<file path="src/rtl/burst_randomizer_ctrl.sv">
// Burst sequencer for the PHY bit randomizer: per-burst PRBS reseed, one-cycle bit latency.
// s_ready is low outside RUN and whenever a held output bit is stalled by m_ready.
module burst_randomizer_ctrl #(
  parameter logic [15:1] SEED  = 15'h3715,
  parameter int          LEN_W = 12
) (
  input  logic             clk,
  input  logic             reset,
  input  logic             cfg_seed_we,
  input  logic [15:1]      cfg_seed,
  input  logic             start,
  input  logic [LEN_W-1:0] burst_len,
  input  logic             abort,
  output logic             busy,
  output logic             done,
  input  logic             s_valid,
  input  logic             s_data,
  output logic             s_ready,
  output logic             m_valid,
  output logic             m_data,
  output logic             m_last,
  input  logic             m_ready
);

  typedef enum logic [2:0] {
    S_IDLE,
    S_LOAD,
    S_RUN,
    S_DRAIN,
    S_DONE
  } state_t;

  state_t           state_q, state_d;
  logic [15:1]      lfsr_q, lfsr_d;
  logic [15:1]      seed_q, seed_d;
  logic [LEN_W-1:0] cnt_q, cnt_d;
  logic             m_valid_q, m_valid_d;
  logic             m_data_q, m_data_d;
  logic             m_last_q, m_last_d;

  logic             prbs_bit;
  logic             s_xfer;
  logic             last_bit;

  assign prbs_bit = lfsr_q[2] ^ lfsr_q[1];
  assign last_bit = (cnt_q == LEN_W'(1));

  // A new bit may enter only if the output register is empty or draining this cycle.
  assign s_ready  = (state_q == S_RUN) && (!m_valid_q || m_ready);
  assign s_xfer   = s_valid && s_ready;

  assign busy     = (state_q != S_IDLE);
  assign done     = (state_q == S_DONE);
  assign m_valid  = m_valid_q;
  assign m_data   = m_data_q;
  assign m_last   = m_last_q;

  always_ff @(posedge clk) begin
    if (reset) begin
      state_q   <= S_IDLE;
      lfsr_q    <= SEED;
      seed_q    <= SEED;
      cnt_q     <= '0;
      m_valid_q <= 1'b0;
      m_data_q  <= 1'b0;
      m_last_q  <= 1'b0;
    end else begin
      state_q   <= state_d;
      lfsr_q    <= lfsr_d;
      seed_q    <= seed_d;
      cnt_q     <= cnt_d;
      m_valid_q <= m_valid_d;
      m_data_q  <= m_data_d;
      m_last_q  <= m_last_d;
    end
  end

  always_comb begin
    state_d   = state_q;
    lfsr_d    = lfsr_q;
    seed_d    = seed_q;
    cnt_d     = cnt_q;
    m_valid_d = m_valid_q;
    m_data_d  = m_data_q;
    m_last_d  = m_last_q;

    case (state_q)
      S_IDLE: begin
        // The seed written alongside start is already visible when LOAD copies it.
        if (cfg_seed_we) begin
          seed_d = cfg_seed;
        end
        if (start) begin
          cnt_d   = burst_len;
          state_d = S_LOAD;
        end
      end

      S_LOAD: begin
        lfsr_d  = seed_q;
        state_d = (cnt_q == '0) ? S_DONE : S_RUN;
      end

      S_RUN: begin
        if (s_xfer) begin
          m_data_d  = s_data ^ prbs_bit;
          m_valid_d = 1'b1;
          m_last_d  = last_bit;
          lfsr_d    = {prbs_bit, lfsr_q[15:2]};
          cnt_d     = cnt_q - LEN_W'(1);
          if (last_bit) begin
            state_d = S_DRAIN;
          end
        end else if (m_ready) begin
          m_valid_d = 1'b0;
        end
      end

      S_DRAIN: begin
        if (m_valid_q && m_ready) begin
          m_valid_d = 1'b0;
          m_last_d  = 1'b0;
          state_d   = S_DONE;
        end
      end

      S_DONE: begin
        state_d = S_IDLE;
      end

      default: begin
        state_d = S_IDLE;
      end
    endcase

    // Abort wins over every transition; the LFSR keeps its value until the next LOAD.
    if (abort && (state_q != S_IDLE)) begin
      state_d   = S_IDLE;
      m_valid_d = 1'b0;
      m_last_d  = 1'b0;
      cnt_d     = '0;
    end
  end

endmodule

</file>
<file path="config.mk">
export PLATFORM = sky130hd
export DESIGN_NAME = burst_randomizer_ctrl
export DESIGN_NICKNAME = d
export VERILOG_FILES = /design/src/rtl/burst_randomizer_ctrl.sv
export SDC_FILE = /design/constraint.sdc
export NUM_CORES = 1
export LEC_CHECK = 0
export BUFFER_PORTS_ARGS = -buffer_cell sky130_fd_sc_hd__buf_4
export CORE_MARGIN = 8
export CORE_UTILIZATION = 45
export CTS_CLUSTER_SIZE = 30
export DETAILED_ROUTE_END_ITERATION = 8
export HOLD_SLACK_MARGIN = 0.1
export PLACE_DENSITY_LB_ADDON = 0.3
export SKIP_CTS_REPAIR_TIMING = 1
export SLEW_MARGIN = 5
export SYNTH_ARGS = -nofsm -noshare
export SYNTH_HDL_FRONTEND = slang
export SYNTH_SLANG_ARGS = --single-unit
</file>
<file path="constraint.sdc">
create_clock -name clk -period 2.85 [get_ports clk]
set_clock_uncertainty 0.15 [all_clocks]
set_input_delay 0.1425 -clock clk [delete_from_list [all_inputs] [get_ports clk]]
set_output_delay 0.1425 -clock clk [all_outputs]
set_load 0.01 [all_outputs]
</file>
### After elaboration in Yosys (flattened, before gate mapping)

Cells that the tools add are included.

| cells by class | value |
|---|---|
| bitwise logic cells | 2 |
| equality and inequality tests | 10 |
| add/subtract/negate cells | 1 |
| reductions and logical operators | 20 |
| mux-type cells | 17 |

Operator list:

| kind | count |
|---|---|
| 15-bit case mux with 2 select lines | 1 |
| 12-bit two-way mux | 2 |
| 12-bit case mux with 2 select lines | 1 |
| 15-bit two-way mux | 1 |
| 3-bit two-way mux | 5 |
| 12-bit by 1-bit equality test with 1-bit output (second input constant) | 1 |
| 12-bit zero test | 1 |
| 3-bit case mux with 4 select lines | 1 |
| 12-bit by 1-bit subtractor with 12-bit output (second input constant) | 1 |
| 3-bit AND reduction | 3 |
| 2-bit inequality test (second input constant) | 4 |
| 3-bit by 2-bit equality test with 1-bit output (second input constant) | 2 |
| 2-bit AND reduction | 3 |
| 2-bit nonzero test | 3 |
| 1-bit logical AND | 4 |
| 1-bit two-way mux | 4 |
| 1-bit case mux with 2 select lines | 2 |
| 4-bit AND reduction | 1 |
| 3-bit by 1-bit equality test with 1-bit output (second input constant) | 1 |
| 3-bit equality test (second input constant) | 1 |
| 3-bit zero test | 1 |
| 3-bit inequality test (second input constant) | 1 |
| 3-bit nonzero test | 1 |
| 2-bit OR reduction | 1 |
| other kinds (3) | 4 |

| word-level totals | value |
|---|---|
| flip-flop bits (word level) | 48 |
| bits of input ports | 35 |
| word-level logic and storage cells | 57 |

### Logic depth before layout (Yosys ltp)

Gate-level depths: netlist (run 1).

| depth | value |
|---|---|
| word-level depth | 6 |
| depth in mapped cells | 8 |
| depth with buffers taken out | 7 |

### Worst setup path before layout (run 1)

OpenSTA, ideal clock, no wires.

| path | value |
|---|---|
| path type | register to register |
| start point | register cnt_q[0] |
| end point | register cnt_q[10] |
| stages on the path, launching flop included | 7 |
| arrival time | 1738 ps |
| setup time | 81 ps |
| required time | 2619 ps |
| buffers on the path | 0 |
| setup slack | 881 ps |
| period minus slack after synthesis | 1969 ps |
| cells stage by stage | dfxtp_1 -> inv_1 -> ha_1 -> nor3b_1 -> nand2_1 -> or4_1 -> a41oi_1 |

| on the way | value |
|---|---|
| longest elaborated chain between the ends | 3 |

RTL lines:

| item | RTL line | source |
|---|---|---|
| start, declared | 36 | `logic [LEN_W-1:0] cnt_q, cnt_d;` |
| start signal, assigned | 71 | `cnt_q <= cnt_d;` |
| 12-bit by 1-bit subtractor with 12-bit output | 110 | `cnt_d = cnt_q - LEN_W'(1);` |
| 12-bit two-way mux | 105 | `if (s_xfer) begin` |
| 12-bit case mux with 2 select lines | 87 | `case (state_q)` |

No other way between the ends. The select of a mux whose other input is x is not followed.
A chain may end at the register's enable or synchronous reset.

### Final worst setup path (run 1)

| path | value |
|---|---|
| start point | register state_q[1] |
| end point | register seed_q[2] (netlist bit) |

| on the way | value |
|---|---|
| longest elaborated chain between the ends | 2 |

RTL lines:

| item | RTL line | source |
|---|---|---|
| start, declared | 33 | `state_t state_q, state_d;` |
| start signal, assigned | 68 | `state_q <= state_d;` |
| 3-bit zero test | 87 |  |
| 2-bit AND reduction (no line) | -- |  |
| end signal, assigned | 62 | `seed_q <= SEED;` |
| end signal, assigned | 70 | `seed_q <= seed_d;` |
| end, declared | 35 | `logic [15:1] seed_q, seed_d;` |

No other way between the ends.

==> impl_results.md, run 1 <==
- Worst Hold Path Cells: 4
- Wire length per cell: 13.9 um
- Effective utilization at floorplan: 46.3%
- Via count: 2324
- Synth top area share: 41.2%
- Post-synth EDFFs: 0
- DRC errors left: 0
- Number of pins with negative max-slew slack in the final report: 0
- Power density over the cells: 789 mW/mm2
- Final estimated routing congestion in global placement: 0.819
- H-tree depth: 2
- Maximum operating frequency: 0.388 GHz
- Final count of hold timing violations: 0
- Post-synth cell types: 42
- Number of nets in the synthesized netlist: 343
- Boundary pin count: 41
- Endpoint type of the worst setup path: register
- Count of antenna diodes in the layout: 0
- Post-detailed-route via-to-cell ratio: 5.26
- Overall die area: 0.00775 mm2
- Source-to-sink clock delay at the later pin of the worst-skew pair: 0.31 ns
- X dimension of the die: 88.0 um
- Fraction of final layout cells sized beyond drive strength 1: 16.7%
- Post-Synthesis Mean Instance Area: 7.65 um2
- Worst r2r path cells: 5
- Required time of the critical path: 2.95 ns
- Cells after synthesis: 305
- Root buffer cell: clkbuf_8
- WL final: 6160 um
- Run status: finished, final reports clean
- Cell type with the highest aggregate area in the netlist: dfxtp_1
- Measured slew at the worst slew-check pin: 0.729 ns
- Count of synthesis-stage warnings from yosys: 0
- Total power consumption of the routed design: 2.48 mW
- Max Root-Sink Buffers: 2
- Floorplan die height: 88.0 um
- Global-route congestion overflow total: 0
- Flip-flop and latch count after synthesis: 48
- CTS tree: yes
- Final setup fails: 0
- Area of the mapped netlist: 0.00233 mm2
- Max cap viols: 0
- Maximum number of pins on one net before global-route repair: 33
- Ranking of synthesized cells by instance count: 75 x nand2_1, 48 x dfxtp_1, 35 x a21oi_1
- Sequential cell area fraction in the yosys report: 41.2%
- Tmin final: 2.58 ns
- Maximum resistive drop on vdd: 0.446 mV
- Antenna Violating Nets Remaining: 0
- Number of port buffers: 40
- DRT Pass-1 Iters: 4
- Final period utilization: 90.5%
- Maximum fanout along the worst path: 15
- Register clock-pin slew on the reported worst setup and hold paths: 0.10 ns
- Antenna violations before repair: 0
- Worst min path class: in2reg
- Crit path DAT: 2.68 ns
- Category of the most critical setup path: reg2reg
- Number of clock sinks seen by CTS: 48
- Gr usage total: 15.4%
- Initial detailed-routing violation count: 196
- Count leader, synth: nand2_1
- Core Footprint: 0.00504 mm2
- Synth top area cells: dfxtp_1 41%, nand2_1 12%, a21oi_1 7.5%, o21ai_0 3.4%, a211o_1 3.4%
- Leakage power summed over all cells: 1.28 nW
- Most instantiated flip-flop cell in the synthesis netlist: dfxtp_1
- Share of synthesized registers carrying an async set or reset: 0%
- Number of nets in the layout: 409
- Cell Rows: 26
- Max_slew headroom: 51.1%
- Area growth from synthesis to layout: 34.9%
- Global-route wire length before repair: 9640 um
- Startpoint type of the worst setup path: register
- Clock buffers created by TritonCTS: 5
- Vias in the first global route: 2077
- Post-detail-place hpwl: 3950 um
- Final hold slack: 0.0845 ns
## worst paths after layout
| check | from | end | slack [ns] |
|---|---|---|---|
| worst min register to register | seed_q[7] | seed_q[7] | 0.31 |
| worst max register to register | state_q[1] | seed_q[2] | 0.27 |
| worst max-delay path | state_q[1] | seed_q[2] | 0.27 |
| worst min-delay path | start | state_q[0] | 0.08 |
## through the flow
stage	setup WS, ns	cell area, um2	utilization, %	std cells	TNS [ns]
2_1_floorplan	0.881	2330	-	305	0
3_3_place_gp	0.667	2690	53.4	400	0
3_5_place_dp	0.677	2690	53.4	400	0
4_1_cts	0.651	2810	55.7	408	0
5_1_grt	-0.0329	3150	62.4	442	-0.0476
6_report	0.271	3150	62.4	442	0
## cells by family after synthesis
group	synth area share, %
and+or+nand+nor	27.6
AOI/OAI and AO/OA	22.3
DFF	41.2
buffers and inverters	5.31
muxes	1.34
adders and majority gates	1.61
xor gates and xnor gates	0.751
## power breakdown
group	internal (mW)	switching (mW)	total, mW
combinational	0.447	0.564	1.01
clock	0.265	0.246	0.510
sequential	0.833	0.132	0.964
## area by class of cell
| cell class | count | area, um2 |
|---|---|---|
| Clock buffer | 5 | 68.8 |
| Sequential cell | 48 | 961 |
| Timing Repair Buffer | 81 | 693 |
| Multi-Input combinational cell | 225 | 1250 |
| Tap cell | 70 | 87.6 |
| Inverter | 10 | 37.5 |
| Clock inverter | 3 | 46.3 |
| Fill cell | 417 | 1890 |
## routing by layer
| layer | vias up | GRT usage [%] | part of all wire, % |
|---|---|---|---|
| met5 | - | 0 | 0 |
| met4 | 0 | 4.30 | 1.1 |
| met3 | 6 | 3.28 | 4.8 |
| met2 | 62 | 25.3 | 49 |
| met1 | 1062 | 19.7 | 45 |
| li1 | 1194 | - | - |
## sequential cells by signal, indices dropped and copies added (netlist names)
| name | cells |
|---|---|
| cnt_q | 12 |
| lfsr_q | 15 |
| m_data | 1 |
| m_last | 1 |
| m_valid | 1 |
| seed_q | 15 |
| state_q | 3 |
## critical path: stages, from the launching register on
cell           delay [ns]
dfxtp_1              0.44
nor3_1               0.54
and2_1               0.56
nand2_1              0.12
a21oi_1              0.15
dlygate4sd3_1        0.57
## placed cells by master (no fill, tap or decap), drive strengths merged, types with 6 or more instances in the layout
cell          n
nor2         16
dlygate4sd3  34
nand3b        8
dfxtp        48
o21ai        17
a21oi        35
a311oi        7
nand2        75
a211o         9
nor3          6
buf          47
inv          11
Note: power is estimated with default switching activity, not from simulation.
==> inputs of run 2 (changes only) <==
==> constraint.sdc (replaced) <==
create_clock -name clk -period 2.85 [get_ports clk]
set_clock_uncertainty 0.15 [all_clocks]
set_input_delay 0.4275 -clock clk [delete_from_list [all_inputs] [get_ports clk]]
set_output_delay 0.4275 -clock clk [all_outputs]
set_load 0.01 [all_outputs]
==> impl_results.md, run 2 (same netlist as run 1, synthesis figures left out) <==
- Effective utilization at floorplan: 46.3%
- Worst r2r path cells: 6
- X dimension of the die: 88.0 um
- HP Start: cfg_seed[9]
- R2r startpoint: state_q[1]
- Number of clock sinks seen by CTS: 48
- Source-to-sink clock delay at the later pin of the worst-skew pair: 0.31 ns
- Max cap viols: 0
- Power density over the cells: 836 mW/mm2
- Most frequent cell on the critical path: buf_4
- Root buffer cell: clkbuf_8
- Wire length per cell: 13.7 um
- Global-route congestion overflow total: 0
- Antenna violations before repair: 0
- Crit Reg-Reg Endpoint: cnt_q[11]
- Category of the most critical setup path: reg2out
- Register-to-register setup slack: 0.44 ns
- Final estimated routing congestion in global placement: 0.804
- Max_slew headroom: 49.9%
- Area growth from synthesis to layout: 18.9%
- Antenna Violating Nets Remaining: 0
- Final period utilization: 85.3%
- Crit path DAT: 1.85 ns
- Tmin final: 2.43 ns
- Via count: 2182
- Final setup fails: 0
- Register clock-pin slew on the reported worst setup and hold paths: 0.08 ns
- Initial detailed-routing violation count: 220
- Overall die area: 0.00775 mm2
- DRC errors left: 0
- Leading registers by flop count: lfsr_q x15, seed_q x15, cnt_q x12
- Final hold slack: 0.180 ns
- Core Footprint: 0.00504 mm2
- Total power consumption of the routed design: 2.32 mW
- Startpoint type of the worst setup path: register
- Required time of the critical path: 2.27 ns
- Clock buffers created by TritonCTS: 5
- Number of nets in the layout: 374
- Cell Rows: 26
- RSZ-0062 raised after global routing: no
- Worst Hold Path Cells: 3
- Endpoint type of the worst setup path: output pin
- Post-detailed-route via-to-cell ratio: 5.36
- Fraction of final layout cells sized beyond drive strength 1: 17.5%
- Fillers: 494
- WL final: 5560 um
- Global-route wire length before repair: 9600 um
- Setup TNS: 0 ns
- Count of antenna diodes in the layout: 0
- DRT Pass-1 Iters: 4
- Post-detail-place hpwl: 4000 um
- Max Root-Sink Buffers: 2
- Master of the slowest instance on the critical path: nor3_1
- Measured slew at the worst slew-check pin: 0.745 ns
- Maximum fanout along the worst path: 13
- Endpoint with the worst hold slack: seed_q[9]
- Leakage power summed over all cells: 1.12 nW
- Maximum number of pins on one net before global-route repair: 33
- Floorplan die height: 88.0 um
- Number of pins with negative max-slew slack in the final report: 0
- Number of port buffers: 40
- Final count of hold timing violations: 0
- Maximum resistive drop on vdd: 0.346 mV
- Vias in the first global route: 2126
- Run status: finished, final reports clean
- Worst min path class: in2reg
- H-tree depth: 2
- Boundary pin count: 41
- CTS tree: yes
- Highest cell delay on the worst timing path: 0.55 ns
- Cell-by-cell listing of the critical path: buf_4 -> nor3_1 -> inv_1 -> buf_4
- Most frequent cells in the layout: 75 x nand2_1, 48 x dfxtp_1, 46 x buf_4
- Gr usage total: 15.4%
- Most frequent standard cell in the layout excluding fill and tap cells: nand2_1
- Maximum operating frequency: 0.411 GHz
## run 2: cell count changes in the layout (fill, tap and decap cells not counted), sizes merged
| cell | change |
|---|---|
| clkinvlp | -1 |
| bufinv | -1 |
| inv | -1 |
| clkbuf | +3 |
| dlygate4sd3 | -34 |
| buf | -1 |
## run 2: stage by stage
step | worst slack, ns | instances | util (%) | area (um2)
after floorplan | 0.788 | 305 | - | 2330
after global placement | 0.457 | 399 | 53.3 | 2690
after detailed placement | 0.464 | 399 | 53.3 | 2690
after CTS | 0.429 | 407 | 55.0 | 2780
after global routing | 0.281 | 407 | 55.0 | 2780
final | 0.419 | 407 | 55.0 | 2780
## run 2: layer usage
layer	global-route usage, %	share of wire [%]	up-vias
li1	-	-	1118
met1	19.4	48	991
met3	3.47	5.3	12
met5	0	0	-
met2	24.4	45	61
met4	6.61	1.8	0
## run 2: power by group
group | leakage [nW] | internal [mW] | switching [mW] | total (mW)
combinational | 0.682 | 0.394 | 0.542 | 0.937
clock | 0.0455 | 0.198 | 0.220 | 0.418
sequential | 0.394 | 0.833 | 0.133 | 0.965
## run 2: worst max-delay path, delay by kind of cell, from the launching register on
kind                   cells  cell delay [ns]
buffers and inverters      3             0.57
flip-flops                 1             0.44
AND/OR/NAND/NOR            1             0.55
## run 2: worst max-delay path by stage
stage / cells after the start / end / startpoint
finish: 4 / busy / state_q[1]
global route: 6 / cnt_q[11] / state_q[1]
detailed placement: 6 / cnt_q[11] / state_q[1]
CTS: 4 / busy / state_q[1]
floorplan: 5 / s_ready / state_q[1]
global placement: 6 / cnt_q[11] / state_q[1]
## run 2: area by class of cell
type                    instances  area (um2)  area share, %
clock buffers                   8        90.1           3.25
multi-input cells             225        1250           45.2
inverters                      10        37.5           1.35
flip-flops and latches         48         961           34.6
well taps                      70        87.6           3.16
repair buffers                 46         345           12.4
==> inputs of run 3 (changes only) <==
Settings changed: CORE_MARGIN 8 to unset, RECOVER_POWER set to 100.
==> impl_results.md, run 3 (same netlist as run 1, synthesis figures left out) <==
- Measured slew at the worst slew-check pin: 1.12 ns
- Final estimated routing congestion in global placement: 0.859
- Effective utilization at floorplan: 48.1%
- Leakage power summed over all cells: 1.10 nW
- Floorplan die height: 74.0 um
- Initial detailed-routing violation count: 151
- Antenna Violating Nets Remaining: 0
- Number of nets in the layout: 372
- Worst r2r path cells: 4
- Endpoint with the worst hold slack: seed_q[9]
- H-tree depth: 2
- DRC errors left: 0
- Final setup fails: 0
- Leading registers by flop count: lfsr_q x15, seed_q x15, cnt_q x12
- Max Root-Sink Buffers: 2
- Crit path DAT: 2.56 ns
- Source-to-sink clock delay at the later pin of the worst-skew pair: 0.30 ns
- Count of antenna diodes in the layout: 0
- Register clock-pin slew on the reported worst setup and hold paths: 0.09 ns
- Cell Rows: 25
- Standard cell area after detailed placement: 0.00268 mm2
- Category of the most critical setup path: reg2reg
- Most frequent cells in the layout: 75 x nand2_1, 48 x dfxtp_1, 38 x buf_4
- Via count: 2196
- Clock buffers created by TritonCTS: 5
- Fraction of final layout cells sized beyond drive strength 1: 15.5%
- Required time of the critical path: 2.92 ns
- Boundary pin count: 41
- Max_slew headroom: 24.7%
- Maximum number of pins on one net before global-route repair: 33
- Number of port buffers: 40
- Power density over the cells: 862 mW/mm2
- Final non-filler cell area: 0.00275 mm2
- Maximum operating frequency: 0.403 GHz
- Area growth from synthesis to layout: 17.9%
- CTS tree: yes
- Global-route congestion overflow total: 0
- Overall die area: 0.00548 mm2
- Number of clock sinks seen by CTS: 48
- Core Footprint: 0.00485 mm2
- Worst Hold Path Cells: 3
- Worst min path class: in2reg
- Final period utilization: 87.1%
- X dimension of the die: 74.0 um
- Final hold slack: 0.184 ns
- Maximum fanout along the worst path: 22
- Post-detail-place hpwl: 3630 um
- Startpoint type of the worst setup path: register
- Number of pins with negative max-slew slack in the final report: 0
- R2r startpoint: state_q[1]
- Tmin final: 2.48 ns
- Wire length per cell: 13.0 um
- WL final: 5220 um
- Maximum resistive drop on vdd: 0.369 mV
- Final count of hold timing violations: 0
- Most frequent standard cell in the layout excluding fill and tap cells: nand2_1
- HP Start: cfg_seed[9]
- Crit Reg-Reg Endpoint: cnt_q[10]
- Endpoint type of the worst setup path: register
- Register-to-register setup slack: 0.37 ns
- Gr usage total: 21.0%
- RSZ-0062 raised after global routing: no
- DRT Pass-1 Iters: 5
- Root buffer cell: clkbuf_8
- Antenna violations before repair: 0
- Post-detailed-route via-to-cell ratio: 5.46
- Vias in the first global route: 1990
- Setup TNS: 0 ns
- Global-route wire length before repair: 8880 um
- Run status: finished, final reports clean
- Max cap viols: 0
run 3: final cells by class:
type / count / area, um2
fillers: 475 / 2100
multi-input cells: 225 / 1230
flip-flops and latches: 48 / 961
repair buffers: 44 / 309
clock buffers: 7 / 96.3
well taps: 67 / 83.8
inverters: 10 / 37.5
clock inverters: 1 / 30.0
run 3: worst max-delay path: stages, from the launching register on:
cell and delay (ns):
dfxtp_1 0.76, and3_1 0.28, o21ai_0 0.40, or4_1 0.61, a41oi_1 0.21
run 3: worst max path at each step:
stage | from | end | slack (ns) | depth (start not counted)
floorplan | state_q[1] | s_ready | 0.79 | 5
global placement | state_q[1] | cnt_q[10] | 0.64 | 4
detailed placement | state_q[1] | cnt_q[10] | 0.58 | 4
CTS | state_q[1] | s_ready | 0.33 | 3
global route | state_q[1] | cnt_q[5] | 0.14 | 4
finish | state_q[1] | cnt_q[10] | 0.37 | 4
run 3: power by group:
group / total [mW] / internal (mW) / switching [mW] / leakage [nW]
sequential: 0.967 / 0.832 / 0.134 / 0.394
combinational: 0.872 / 0.357 / 0.515 / 0.636
clock: 0.533 / 0.310 / 0.224 / 0.0645
total: 2.37 / 1.50 / 0.873 / 1.10
run 3: through the flow:
step	cells	worst slack [ns]	util [%]	power [mW]
detailed placement	394	0.578	55.3	1.90
finish	402	0.369	56.7	2.37
floorplan	305	0.788	-	1.65
global route	402	0.142	56.7	2.57
CTS	402	0.330	57.9	2.44
global placement	394	0.637	55.3	1.88
run 3: metal layers:
metal | track usage (%) | share of wire [%]
met4 | 7.26 | 0.92
met1 | 26.1 | 45
met5 | 0 | 0
met3 | 4.61 | 4.0
met2 | 35.9 | 50
